## config.mk

```make
export PLATFORM = sky130hd
export DESIGN_NAME = m68k_bus_master_flat
export DESIGN_NICKNAME = d
export VERILOG_FILES = /design/src/rtl/m68k_bus_master_pkg.sv /design/src/rtl/m68k_bus_master_if.sv /design/src/rtl/m68k_bus_master_timeout.sv /design/src/rtl/m68k_bus_master.sv /design/src/flat_wrapper.sv
export SDC_FILE = /design/constraint.sdc
export NUM_CORES = 1
export LEC_CHECK = 0
export CORE_MARGIN = 2
export CORE_UTILIZATION = 50
export CTS_CLUSTER_DIAMETER = 100
export DETAILED_ROUTE_END_ITERATION = 6
export DONT_BUFFER_PORTS = 1
export GPL_ROUTABILITY_DRIVEN = 1
export PLACE_DENSITY = 0.67
export REMOVE_ABC_BUFFERS = 1
export SYNTH_ARGS = -nofsm -noshare
export SYNTH_HDL_FRONTEND = slang
export SYNTH_SLANG_ARGS = --single-unit
```

## constraint.sdc

```tcl
create_clock -name CLK -period 1.9 [get_ports CLK]
set_input_delay 0.19 -clock CLK [delete_from_list [all_inputs] [get_ports CLK]]
set_output_delay 0.19 -clock CLK [all_outputs]
set_load 0.05 [all_outputs]
```

## src/rtl/m68k_bus_master_pkg.sv

```systemverilog
// m68k_bus_master_pkg: FSM state encodings, data-strobe lane masks and the latched request record
// shared by the 68000 bus-master slice.
`default_nettype none

package m68k_bus_master_pkg;

    localparam logic [2:0] ST_IDLE = 3'd0;
    localparam logic [2:0] ST_ADDR = 3'd1;
    localparam logic [2:0] ST_STRB = 3'd2;
    localparam logic [2:0] ST_WAIT = 3'd3;
    localparam logic [2:0] ST_DATA = 3'd4;
    localparam logic [2:0] ST_TERM = 3'd5;

    localparam logic [1:0] LANE_NONE = 2'b00;
    localparam logic [1:0] LANE_WORD = 2'b11;

    localparam int DEFAULT_TIMEOUT_CYCLES = 256;

    typedef struct packed {
        logic        rw;
        logic [22:0] addr;
        logic [15:0] wdata;
        logic [1:0]  lanes;   // {upper, lower}
    } bus_req_t;

    // No lane selected means a full word access.
    function automatic logic [1:0] lane_mask(input logic uds, input logic lds);
        return ({uds, lds} == LANE_NONE) ? LANE_WORD : {uds, lds};
    endfunction

endpackage

`default_nettype wire

```

## src/rtl/m68k_bus_master_if.sv

```systemverilog
// m68k_bus_master_if: request handshake from internal logic plus the 68000 bus pins,
// with the bus-master view (master) and the requester/responder view (slave).
`default_nettype none

interface m68k_bus_master_if;
    logic        req;
    logic        req_rw;
    logic [22:0] req_addr;
    logic [15:0] req_wdata;
    logic        req_uds;
    logic        req_lds;
    logic        ack;
    logic        err;
    logic [15:0] rdata;
    logic        busy;
    logic        BUS_GRANT;
    logic        BUS_OE;
    logic [22:0] ADDR;
    logic        RW;
    logic        AS_n;
    logic        UDS_n;
    logic        LDS_n;
    logic [15:0] DATA_OUT;
    logic        DATA_OE;
    logic [15:0] DATA_IN;
    logic        DTACK_n;

    modport master (
        input  req, req_rw, req_addr, req_wdata, req_uds, req_lds, BUS_GRANT, DATA_IN, DTACK_n,
        output ack, err, rdata, busy, BUS_OE, ADDR, RW, AS_n, UDS_n, LDS_n, DATA_OUT, DATA_OE
    );

    modport slave (
        output req, req_rw, req_addr, req_wdata, req_uds, req_lds, BUS_GRANT, DATA_IN, DTACK_n,
        input  ack, err, rdata, busy, BUS_OE, ADDR, RW, AS_n, UDS_n, LDS_n, DATA_OUT, DATA_OE
    );
endinterface

`default_nettype wire

```

## src/rtl/m68k_bus_master_timeout.sv

```systemverilog
// m68k_bus_timeout: counts consecutive WAIT cycles and flags expiry on the last permitted one.
`default_nettype none

module m68k_bus_timeout #(
    parameter int TIMEOUT_CYCLES = 256,
    parameter int TMO_W          = 9
) (
    input  wire logic CLK,
    input  wire logic RESET_n,
    input  wire logic run_i,
    output logic      expired_o
);

    logic [TMO_W-1:0] cnt_q;

    // Held at zero outside WAIT, so each WAIT entry starts a fresh count.
    always_ff @(posedge CLK or negedge RESET_n) begin
        if (!RESET_n) begin
            cnt_q <= '0;
        end else if (!run_i) begin
            cnt_q <= '0;
        end else begin
            cnt_q <= cnt_q + 1'b1;
        end
    end

    assign expired_o = run_i && (cnt_q == TMO_W'(TIMEOUT_CYCLES - 1));

endmodule

`default_nettype wire

```

## src/rtl/m68k_bus_master.sv

```systemverilog
// m68k_bus_master: turns a one-word internal request into a full 68000 S0-S7 bus cycle.
// Define BUS_TIMEOUT_EN to terminate cycles that see no DTACK_n within TIMEOUT_CYCLES.
`default_nettype none

module m68k_bus_master
    import m68k_bus_master_pkg::*;
#(
    parameter int TIMEOUT_CYCLES = DEFAULT_TIMEOUT_CYCLES,
    parameter int TMO_W          = 9
) (
    input  wire logic         CLK,
    input  wire logic         RESET_n,
    m68k_bus_master_if.master bus
);

    if (TIMEOUT_CYCLES < 1 || TIMEOUT_CYCLES >= (1 << TMO_W)) begin : g_bad_timeout_width
        $error("TMO_W too narrow for TIMEOUT_CYCLES");
    end

    logic [2:0]  state_q, state_d;
    bus_req_t    req_q, req_d;
    logic        ack_q, ack_d;
    logic        err_q, err_d;
    logic [15:0] rdata_q, rdata_d;
    logic        busy_q, busy_d;
    logic        data_oe_q, data_oe_d;
    logic        as_n_q, as_n_d;
    logic        uds_n_q, uds_n_d;
    logic        lds_n_q, lds_n_d;
    logic        w_timeout;
    logic        w_as_on;
    logic        w_ds_on;

`ifdef BUS_TIMEOUT_EN
    m68k_bus_timeout #(
        .TIMEOUT_CYCLES (TIMEOUT_CYCLES),
        .TMO_W          (TMO_W)
    ) u_timeout (
        .CLK       (CLK),
        .RESET_n   (RESET_n),
        .run_i     (state_q == ST_WAIT),
        .expired_o (w_timeout)
    );
`else
    assign w_timeout = 1'b0;
`endif

    always_comb begin
        state_d = state_q;
        req_d   = req_q;
        case (state_q)
            ST_IDLE: begin
                if (bus.req && bus.BUS_GRANT) begin
                    req_d.rw    = bus.req_rw;
                    req_d.addr  = bus.req_addr;
                    req_d.wdata = bus.req_wdata;
                    req_d.lanes = lane_mask(bus.req_uds, bus.req_lds);
                    state_d     = ST_ADDR;
                end
            end
            ST_ADDR: state_d = ST_STRB;
            ST_STRB: state_d = ST_WAIT;     // an early DTACK_n is deliberately not looked at here
            ST_WAIT: begin
                if (!bus.DTACK_n) begin
                    state_d = ST_DATA;
                end else if (w_timeout) begin
                    state_d = ST_TERM;
                end
            end
            ST_DATA: state_d = ST_TERM;
            ST_TERM: state_d = ST_IDLE;
            default: state_d = ST_IDLE;
        endcase
    end

    // Outputs are decoded from the next state and registered, so pins change on the edge only.
    always_comb begin
        w_as_on   = (state_d == ST_STRB) || (state_d == ST_WAIT) || (state_d == ST_DATA);
        w_ds_on   = req_d.rw ? w_as_on : ((state_d == ST_WAIT) || (state_d == ST_DATA));
        busy_d    = (state_d != ST_IDLE);
        data_oe_d = busy_d && !req_d.rw;
        as_n_d    = !w_as_on;
        uds_n_d   = !(w_ds_on && req_d.lanes[1]);
        lds_n_d   = !(w_ds_on && req_d.lanes[0]);
        ack_d     = (state_d == ST_TERM);
        err_d     = (state_q == ST_WAIT) && (state_d == ST_TERM);
        rdata_d   = rdata_q;
        if ((state_q == ST_DATA) && req_q.rw) begin
            rdata_d = bus.DATA_IN;
        end else if (err_d && req_q.rw) begin
            rdata_d = 16'hFFFF;
        end
    end

    always_ff @(posedge CLK or negedge RESET_n) begin
        if (!RESET_n) begin
            state_q   <= ST_IDLE;
            req_q     <= '{rw: 1'b1, addr: '0, wdata: '0, lanes: '0};
            ack_q     <= 1'b0;
            err_q     <= 1'b0;
            rdata_q   <= '0;
            busy_q    <= 1'b0;
            data_oe_q <= 1'b0;
            as_n_q    <= 1'b1;
            uds_n_q   <= 1'b1;
            lds_n_q   <= 1'b1;
        end else begin
            state_q   <= state_d;
            req_q     <= req_d;
            ack_q     <= ack_d;
            err_q     <= err_d;
            rdata_q   <= rdata_d;
            busy_q    <= busy_d;
            data_oe_q <= data_oe_d;
            as_n_q    <= as_n_d;
            uds_n_q   <= uds_n_d;
            lds_n_q   <= lds_n_d;
        end
    end

    assign bus.ack      = ack_q;
    assign bus.err      = err_q;
    assign bus.rdata    = rdata_q;
    assign bus.busy     = busy_q;
    assign bus.BUS_OE   = busy_q;
    assign bus.DATA_OE  = data_oe_q;
    assign bus.AS_n     = as_n_q;
    assign bus.UDS_n    = uds_n_q;
    assign bus.LDS_n    = lds_n_q;
    assign bus.ADDR     = req_q.addr;
    assign bus.RW       = req_q.rw;
    assign bus.DATA_OUT = req_q.wdata;

endmodule

`default_nettype wire

```

## src/flat_wrapper.sv

```systemverilog
// flat-port wrapper written by rule: the top's interface ports become plain ports
module m68k_bus_master_flat import m68k_bus_master_pkg::*;
#(
    parameter int TIMEOUT_CYCLES = DEFAULT_TIMEOUT_CYCLES,
    parameter int TMO_W          = 9
)
  (CLK, RESET_n, bus_req, bus_req_rw, bus_req_addr, bus_req_wdata, bus_req_uds, bus_req_lds, bus_BUS_GRANT, bus_DATA_IN, bus_DTACK_n, bus_ack, bus_err, bus_rdata, bus_busy, bus_BUS_OE, bus_ADDR, bus_RW, bus_AS_n, bus_UDS_n, bus_LDS_n, bus_DATA_OUT, bus_DATA_OE);
  m68k_bus_master_if bus_i ();
  input  wire logic CLK;
  input  wire logic RESET_n;
  input wire logic [$bits(bus_i.req)-1:0] bus_req;
  input wire logic [$bits(bus_i.req_rw)-1:0] bus_req_rw;
  input wire logic [$bits(bus_i.req_addr)-1:0] bus_req_addr;
  input wire logic [$bits(bus_i.req_wdata)-1:0] bus_req_wdata;
  input wire logic [$bits(bus_i.req_uds)-1:0] bus_req_uds;
  input wire logic [$bits(bus_i.req_lds)-1:0] bus_req_lds;
  input wire logic [$bits(bus_i.BUS_GRANT)-1:0] bus_BUS_GRANT;
  input wire logic [$bits(bus_i.DATA_IN)-1:0] bus_DATA_IN;
  input wire logic [$bits(bus_i.DTACK_n)-1:0] bus_DTACK_n;
  output wire logic [$bits(bus_i.ack)-1:0] bus_ack;
  output wire logic [$bits(bus_i.err)-1:0] bus_err;
  output wire logic [$bits(bus_i.rdata)-1:0] bus_rdata;
  output wire logic [$bits(bus_i.busy)-1:0] bus_busy;
  output wire logic [$bits(bus_i.BUS_OE)-1:0] bus_BUS_OE;
  output wire logic [$bits(bus_i.ADDR)-1:0] bus_ADDR;
  output wire logic [$bits(bus_i.RW)-1:0] bus_RW;
  output wire logic [$bits(bus_i.AS_n)-1:0] bus_AS_n;
  output wire logic [$bits(bus_i.UDS_n)-1:0] bus_UDS_n;
  output wire logic [$bits(bus_i.LDS_n)-1:0] bus_LDS_n;
  output wire logic [$bits(bus_i.DATA_OUT)-1:0] bus_DATA_OUT;
  output wire logic [$bits(bus_i.DATA_OE)-1:0] bus_DATA_OE;
  assign bus_i.req = bus_req;
  assign bus_i.req_rw = bus_req_rw;
  assign bus_i.req_addr = bus_req_addr;
  assign bus_i.req_wdata = bus_req_wdata;
  assign bus_i.req_uds = bus_req_uds;
  assign bus_i.req_lds = bus_req_lds;
  assign bus_i.BUS_GRANT = bus_BUS_GRANT;
  assign bus_i.DATA_IN = bus_DATA_IN;
  assign bus_i.DTACK_n = bus_DTACK_n;
  assign bus_ack = bus_i.ack;
  assign bus_err = bus_i.err;
  assign bus_rdata = bus_i.rdata;
  assign bus_busy = bus_i.busy;
  assign bus_BUS_OE = bus_i.BUS_OE;
  assign bus_ADDR = bus_i.ADDR;
  assign bus_RW = bus_i.RW;
  assign bus_AS_n = bus_i.AS_n;
  assign bus_UDS_n = bus_i.UDS_n;
  assign bus_LDS_n = bus_i.LDS_n;
  assign bus_DATA_OUT = bus_i.DATA_OUT;
  assign bus_DATA_OE = bus_i.DATA_OE;
  m68k_bus_master #(.TIMEOUT_CYCLES(TIMEOUT_CYCLES), .TMO_W(TMO_W)) u_core (.CLK(CLK), .RESET_n(RESET_n), .bus(bus_i));
endmodule
```

==> results of run 1 <==
[worst max-delay path by stage]
stage / end / cells after the start / slack [ns] / start
finish: u_core.bus.ADDR[21] / 4 / 0.16 / u_core.state_q[2]
global route: u_core.bus.ADDR[20] / 4 / 0.08 / u_core.state_q[2]
global placement: u_core.bus.ADDR[20] / 4 / 0.25 / u_core.state_q[2]
CTS: u_core.bus.ADDR[20] / 4 / 0.17 / u_core.state_q[2]
floorplan: u_core.bus.ADDR[20] / 3 / -0.91 / u_core.state_q[2]
detailed placement: u_core.bus.ADDR[20] / 4 / 0.18 / u_core.state_q[2]
[per-stage QoR]
step	utilization	worst slack (ns)	cell area, um^2	hold slack (ns)
after detailed placement	0.475	0.177	2830	-0.104
after floorplan	-	-0.914	2680	-0.106
after global placement	0.475	0.247	2830	-0.104
final	0.598	0.160	3560	0.0185
after global routing	0.598	0.0790	3560	0.000107
after CTS	0.591	0.171	3520	0.000606
[area by class of cell]
class | instances | area [um^2]
clock buffers | 9 | 124
clock inverters | 7 | 91.3
fillers | 463 | 2390
inverters | 1 | 3.75
multi-input cells | 82 | 975
flip-flops and latches | 68 | 1710
well taps | 75 | 93.8
repair buffers | 55 | 568
[critical path, stage by stage (launching register included)]
cell	delay [ns]
dfrtp_1	0.44
nor3_2	0.25
and3_2	0.25
buf_12	0.28
mux2_2	0.37
[state kept, by name, summed over array words and instances (netlist names), 2 cells and up]
| name | flops |
|---|---|
| u_core.bus.rdata | 16 |
| u_core.bus.ADDR | 23 |
| u_core.req_q | 2 |
| u_core.bus.DATA_OUT | 16 |
| u_core.state_q | 3 |
[metal layers]
| metal | routed length (um) | track usage |
|---|---|---|
| met3 | 446 | 0.0609 |
| met5 | 0 | 0 |
| met2 | 3030 | 0.305 |
| met1 | 2050 | 0.180 |
| met4 | 106 | 0.0721 |
[timing repair]
item / CTS / global route
setup endpoints to repair: 0 / 0
endpoints found under the hold margin: 113 / 4
hold buffers: 46 / 4
[layout by cell type, fill, tap and decap left out]
master	count
bufinv_16	2
clkbuf_8	9
nor2b_1	1
and3_2	1
nor3_1	1
mux2_4	50
a31o_2	1
dfstp_2	4
o21ai_0	1
buf_12	1
inv_1	1
clkinvlp_4	1
nand3_1	1
o21a_1	1
nand2b_1	2
mux2_2	8
and3_1	1
dfrtp_1	64
a21oi_1	5
buf_16	1
buf_4	4
nor2_1	4
nor3_2	1
conb_1	1
clkinv_2	3
clkinv_4	1
o32ai_1	1
nand2_1	2
dlygate4sd3_1	49
[cells by family (layout without fill, tap and decap cells)]
kind of cell,Yosys count,in the layout
flip-flops,68,68
multiplexers,58,58
buffers and inverters,49,72
AND/OR/NAND/NOR,14,14
AO/OA/AOI/OAI,9,9
other,1,1
[synthesized netlist by cell type (2+ instances only)]
master	instances	area, um^2
a21oi_1	5	25.0
and3_1	2	12.5
buf_4	40	300
buf_6	3	33.8
buf_8	4	60.1
dfrtp_1	64	1600
dfstp_2	4	105
mux2_2	8	90.1
mux2_4	50	751
nand2_1	2	7.51
nand2b_1	2	12.5
nor2_1	4	15.0
==> metrics, run 1 <==
unrepaired setup endpoints after global routing=false; die area=around 6800 um^2; Ant. Diodes=0; Critical Path Sink Type=flop; data arrival time of the worst path=1.95 ns; aggregate global routing overflow=0; sequential cell area fraction in the yosys report=0.554; final routed DRC violation total=0; Worst-path clk slew=0.07 ns; Max Root-Sink Buffers=2; actual slew at the worst max-slew pin=0.530 ns; CTS buffer count=9; minimum setup slack among reg-to-reg paths=roughly 0.16 ns; hold path startpoint=bus_DATA_IN[0]; Synth Area in Adders=0; mux share of post-synthesis cell area=0.273; ys flop type=dfrtp_1; half-perimeter wire length of the detailed placement result=between 3 and 4 mm; number of cells upsized or downsized after cts=0; startpoint of the most critical register-to-register path=u_core.state_q[2]; total routing usage reported by global routing=0.170; number of vias after detailed routing=about 1500; flip-flop and latch count after synthesis=68; number of detailed-routing iterations run before antenna repair=3; final weighted congestion of routability-driven global placement=0.620; Setup TNS=0 ns; final setup vio count=0; hold path depth=1; largest family of logic cells by synthesized area=multiplexers; proportion of register bits with asynchronous set or reset after synthesis=1.00; Clk Latency, worst-skew pair=0.33 ns; CTS tree=yes; data required time of the worst path=approximately 2.1 ns; Syn-to-layout area delta=15.5%; antenna violations before repair=0; Initial Util=0.518; number of H-tree levels=3; Post-Synthesis Cell Area=just over 3000 um^2; number of global-route vias before repair=1648; total clock sinks=68; average wire length per cell after detail routing=roughly 19 um; share of the clock period used by the worst path after layout=0.916; area of the placeable core=just under 6000 um^2; capture point of the worst reg-to-reg path=u_core.bus.ADDR[21]; vias per inst=~5.2; Total Routed Length=about 5.6 mm; largest clock skew in the final design=0.0125 ns; fin crit period=roughly 1.7 ns; Distinct cells, synth=23; Final #Nets=280; CP Launch Type=flop; complex-gate fraction of the synthesized area=0.0179; maximum fanout count along the critical path=39; Achievable Freq=between 500 and 600 MHz; worst r2r path cells=4; Clk Tree Root Cell=clkbuf_8; horizontal extent of the die=82.5 um; Chip Height=82.5 um; number of flops mapped to enable cells by yosys=0; average size of a mapped cell=between 15 and 20 um^2; Post-CTS Setup Inserts=0; type of the setup path with the least slack=reg2reg; outcome=finished, final reports clean; wire length of the first global-routing pass=~8.3 mm; 1st-iter DRT viols=57; Final Slew Violations=0; pin count of the biggest net entering global routing=between 60 and 70; I/O Buffers=0; layout cells sized above 1=0.392; number of cells produced by synthesis=199; XOR/XNOR share of the synthesized area=0; number of top-level pins=between 100 and 150; Hold Violations, Final=0; Slew HR=0.647; classification of the worst-slack hold path=in2reg; post-layout instance count excluding filler cells=approximately 300; end point of the most critical hold path=u_core.bus.rdata[0]; std cell rows=28; count of placed standard cells including taps=roughly 230; yosys synthesis warning count=0; simple-gate portion of the synthesized area=0.0239; Max Cap Viol=0; residual antenna-violating net count after detailed routing=0
Power of run 1 is left out: the tool's default activity adds up to more than one toggle a clock period on the data nets, which glitch-free logic cannot reach.
==> run 2: changes to the inputs <==
- ABC_CLOCK_PERIOD_IN_PS: not set -> 1900
==> results of run 2 <==
No change in the layout: final DEF, timing and power equal those of run 1.
Power of run 2 is left out for the same reason.
==> run 3: changes to the inputs <==
- HOLD_SLACK_MARGIN: not set -> 0.02
==> metrics, run 3 (same netlist as run 1, synthesis figures left out) <==
Max Root-Sink Buffers=2; maximum fanout count along the critical path=39; capture point of the worst reg-to-reg path=u_core.bus.ADDR[21]; classification of the worst-slack hold path=in2reg; half-perimeter wire length of the detailed placement result=3.61 mm; Slew HR=0.645; number of cells upsized or downsized after cts=0; Initial Util=0.518; Total Routed Length=5.72 mm; startpoint of the most critical register-to-register path=u_core.state_q[2]; pin count of the biggest net entering global routing=slightly below 70; Post-CTS Setup Inserts=0; share of the clock period used by the worst path after layout=0.912; Setup TNS=0 ns; minimum setup slack among reg-to-reg paths=0.17 ns; aggregate global routing overflow=0; Worst-path clk slew=0.08 ns; Syn-to-layout area delta=18.5%; Critical Path Sink Type=flop; total clock sinks=68; std cell rows=28; number of vias after detailed routing=between 1500 and 2000; 1st-iter DRT viols=between 50 and 60; fin crit period=between 1.5 and 2 ns; total routing usage reported by global routing=0.176; layout cells sized above 1=0.377; unrepaired setup endpoints after global routing=false; Chip Height=between 80 and 90 um; number of H-tree levels=3; final routed DRC violation total=0; leading cell types in the layout, fill and taps excluded=dfrtp_1, dlygate4sd3_1, mux2_4, clkbuf_8, mux2_2; outcome=finished, final reports clean; Final #Nets=about 290; number of global-route vias before repair=1743; final setup vio count=0; Max Cap Viol=0; I/O Buffers=0; number of top-level pins=around 130; flip-flop count of the largest register, all copies and words added=23; setup slack after layout=around 0.17 ns; average wire length per cell after detail routing=between 15 and 20 um; data arrival time of the worst path=about 1.9 ns; type of the setup path with the least slack=reg2reg; Clk Tree Root Cell=clkbuf_8; Achievable Freq=just under 600 MHz; number of detailed-routing iterations run before antenna repair=4; Final Slew Violations=0; antenna violations before repair=0; data required time of the worst path=between 2 and 2.5 ns; CTS tree=yes; die area=roughly 7000 um^2; pre-CTS setup slack=between 0.15 and 0.2 ns; most frequent standard cell in the layout excluding fill and tap cells=dfrtp_1; origin of the worst setup path=u_core.state_q[2]; vias per inst=~5.1; actual slew at the worst max-slew pin=between 0.5 and 0.6 ns; CP Launch Type=flop; worst r2r path cells=4; final weighted congestion of routability-driven global placement=0.620; residual antenna-violating net count after detailed routing=0; Ant. Diodes=0; largest clock skew in the final design=~0.015 ns; area of the placeable core=between 5000 and 6000 um^2; cts-stage hold buffer count=just under 60; Clk Latency, worst-skew pair=0.33 ns; horizontal extent of the die=82.5 um; Hold Violations, Final=0; CTS buffer count=9; wire length of the first global-routing pass=8.63 mm; last element of the critical path=u_core.bus.ADDR[21]
[run 3: cell count changes in the layout (fill, tap and decap cells not counted)]
cell | previous run | this run
dlygate4sd3_1 | 49 | 58
[run 3: area by class of cell]
| type | instances | area, um^2 |
|---|---|---|
| inverter | 1 | 3.75 |
| timing repair buffer | 64 | 658 |
| clock buffer | 9 | 124 |
| tap | 75 | 93.8 |
| multi-input combinational | 82 | 975 |
| clock inverter | 7 | 91.3 |
| sequential | 68 | 1710 |
| fill | 453 | 2300 |
[run 3: worst min path at each step]
stage / start / slack (ns) / cells after the start / to
floorplan: RESET_n / -0.11 / 0 / u_core.bus.ADDR[0]
CTS: bus_req_lds / 0.07 / 2 / u_core.req_q[1]
finish: bus_req_lds / 0.08 / 2 / u_core.req_q[1]
global placement: RESET_n / -0.10 / 0 / u_core.bus.err
global route: bus_req_lds / 0.07 / 2 / u_core.req_q[1]
detailed placement: RESET_n / -0.10 / 0 / u_core.bus.rdata[2]
[run 3: per-stage QoR]
step	cell area [um^2]	std cells	utilization	hold slack [ns]
2_1_floorplan	2680	151	-	-0.106
5_1_grt	3650	306	0.613	0.0715
4_1_cts	3650	306	0.613	0.0672
3_5_place_dp	2830	231	0.475	-0.104
6_report	3650	306	0.613	0.0778
3_3_place_gp	2830	231	0.475	-0.104
[run 3: worst max-delay path, stage by stage, from the launching register on]
cell and delay [ns]:
dfrtp_1 0.44, nor3_2 0.24, and3_2 0.25, buf_12 0.28, mux2_2 0.37
[run 3: routing by layer]
metal / global-route usage / up-vias / wire (um)
met5: 0 / - / 0
met4: 0.0754 / 0 / 117
met3: 0.0609 / 14 / 445
met2: 0.321 / 85 / 3060
met1: 0.181 / 775 / 2100
li1: - / 687 / -
Power of run 3 is left out for the same reason.
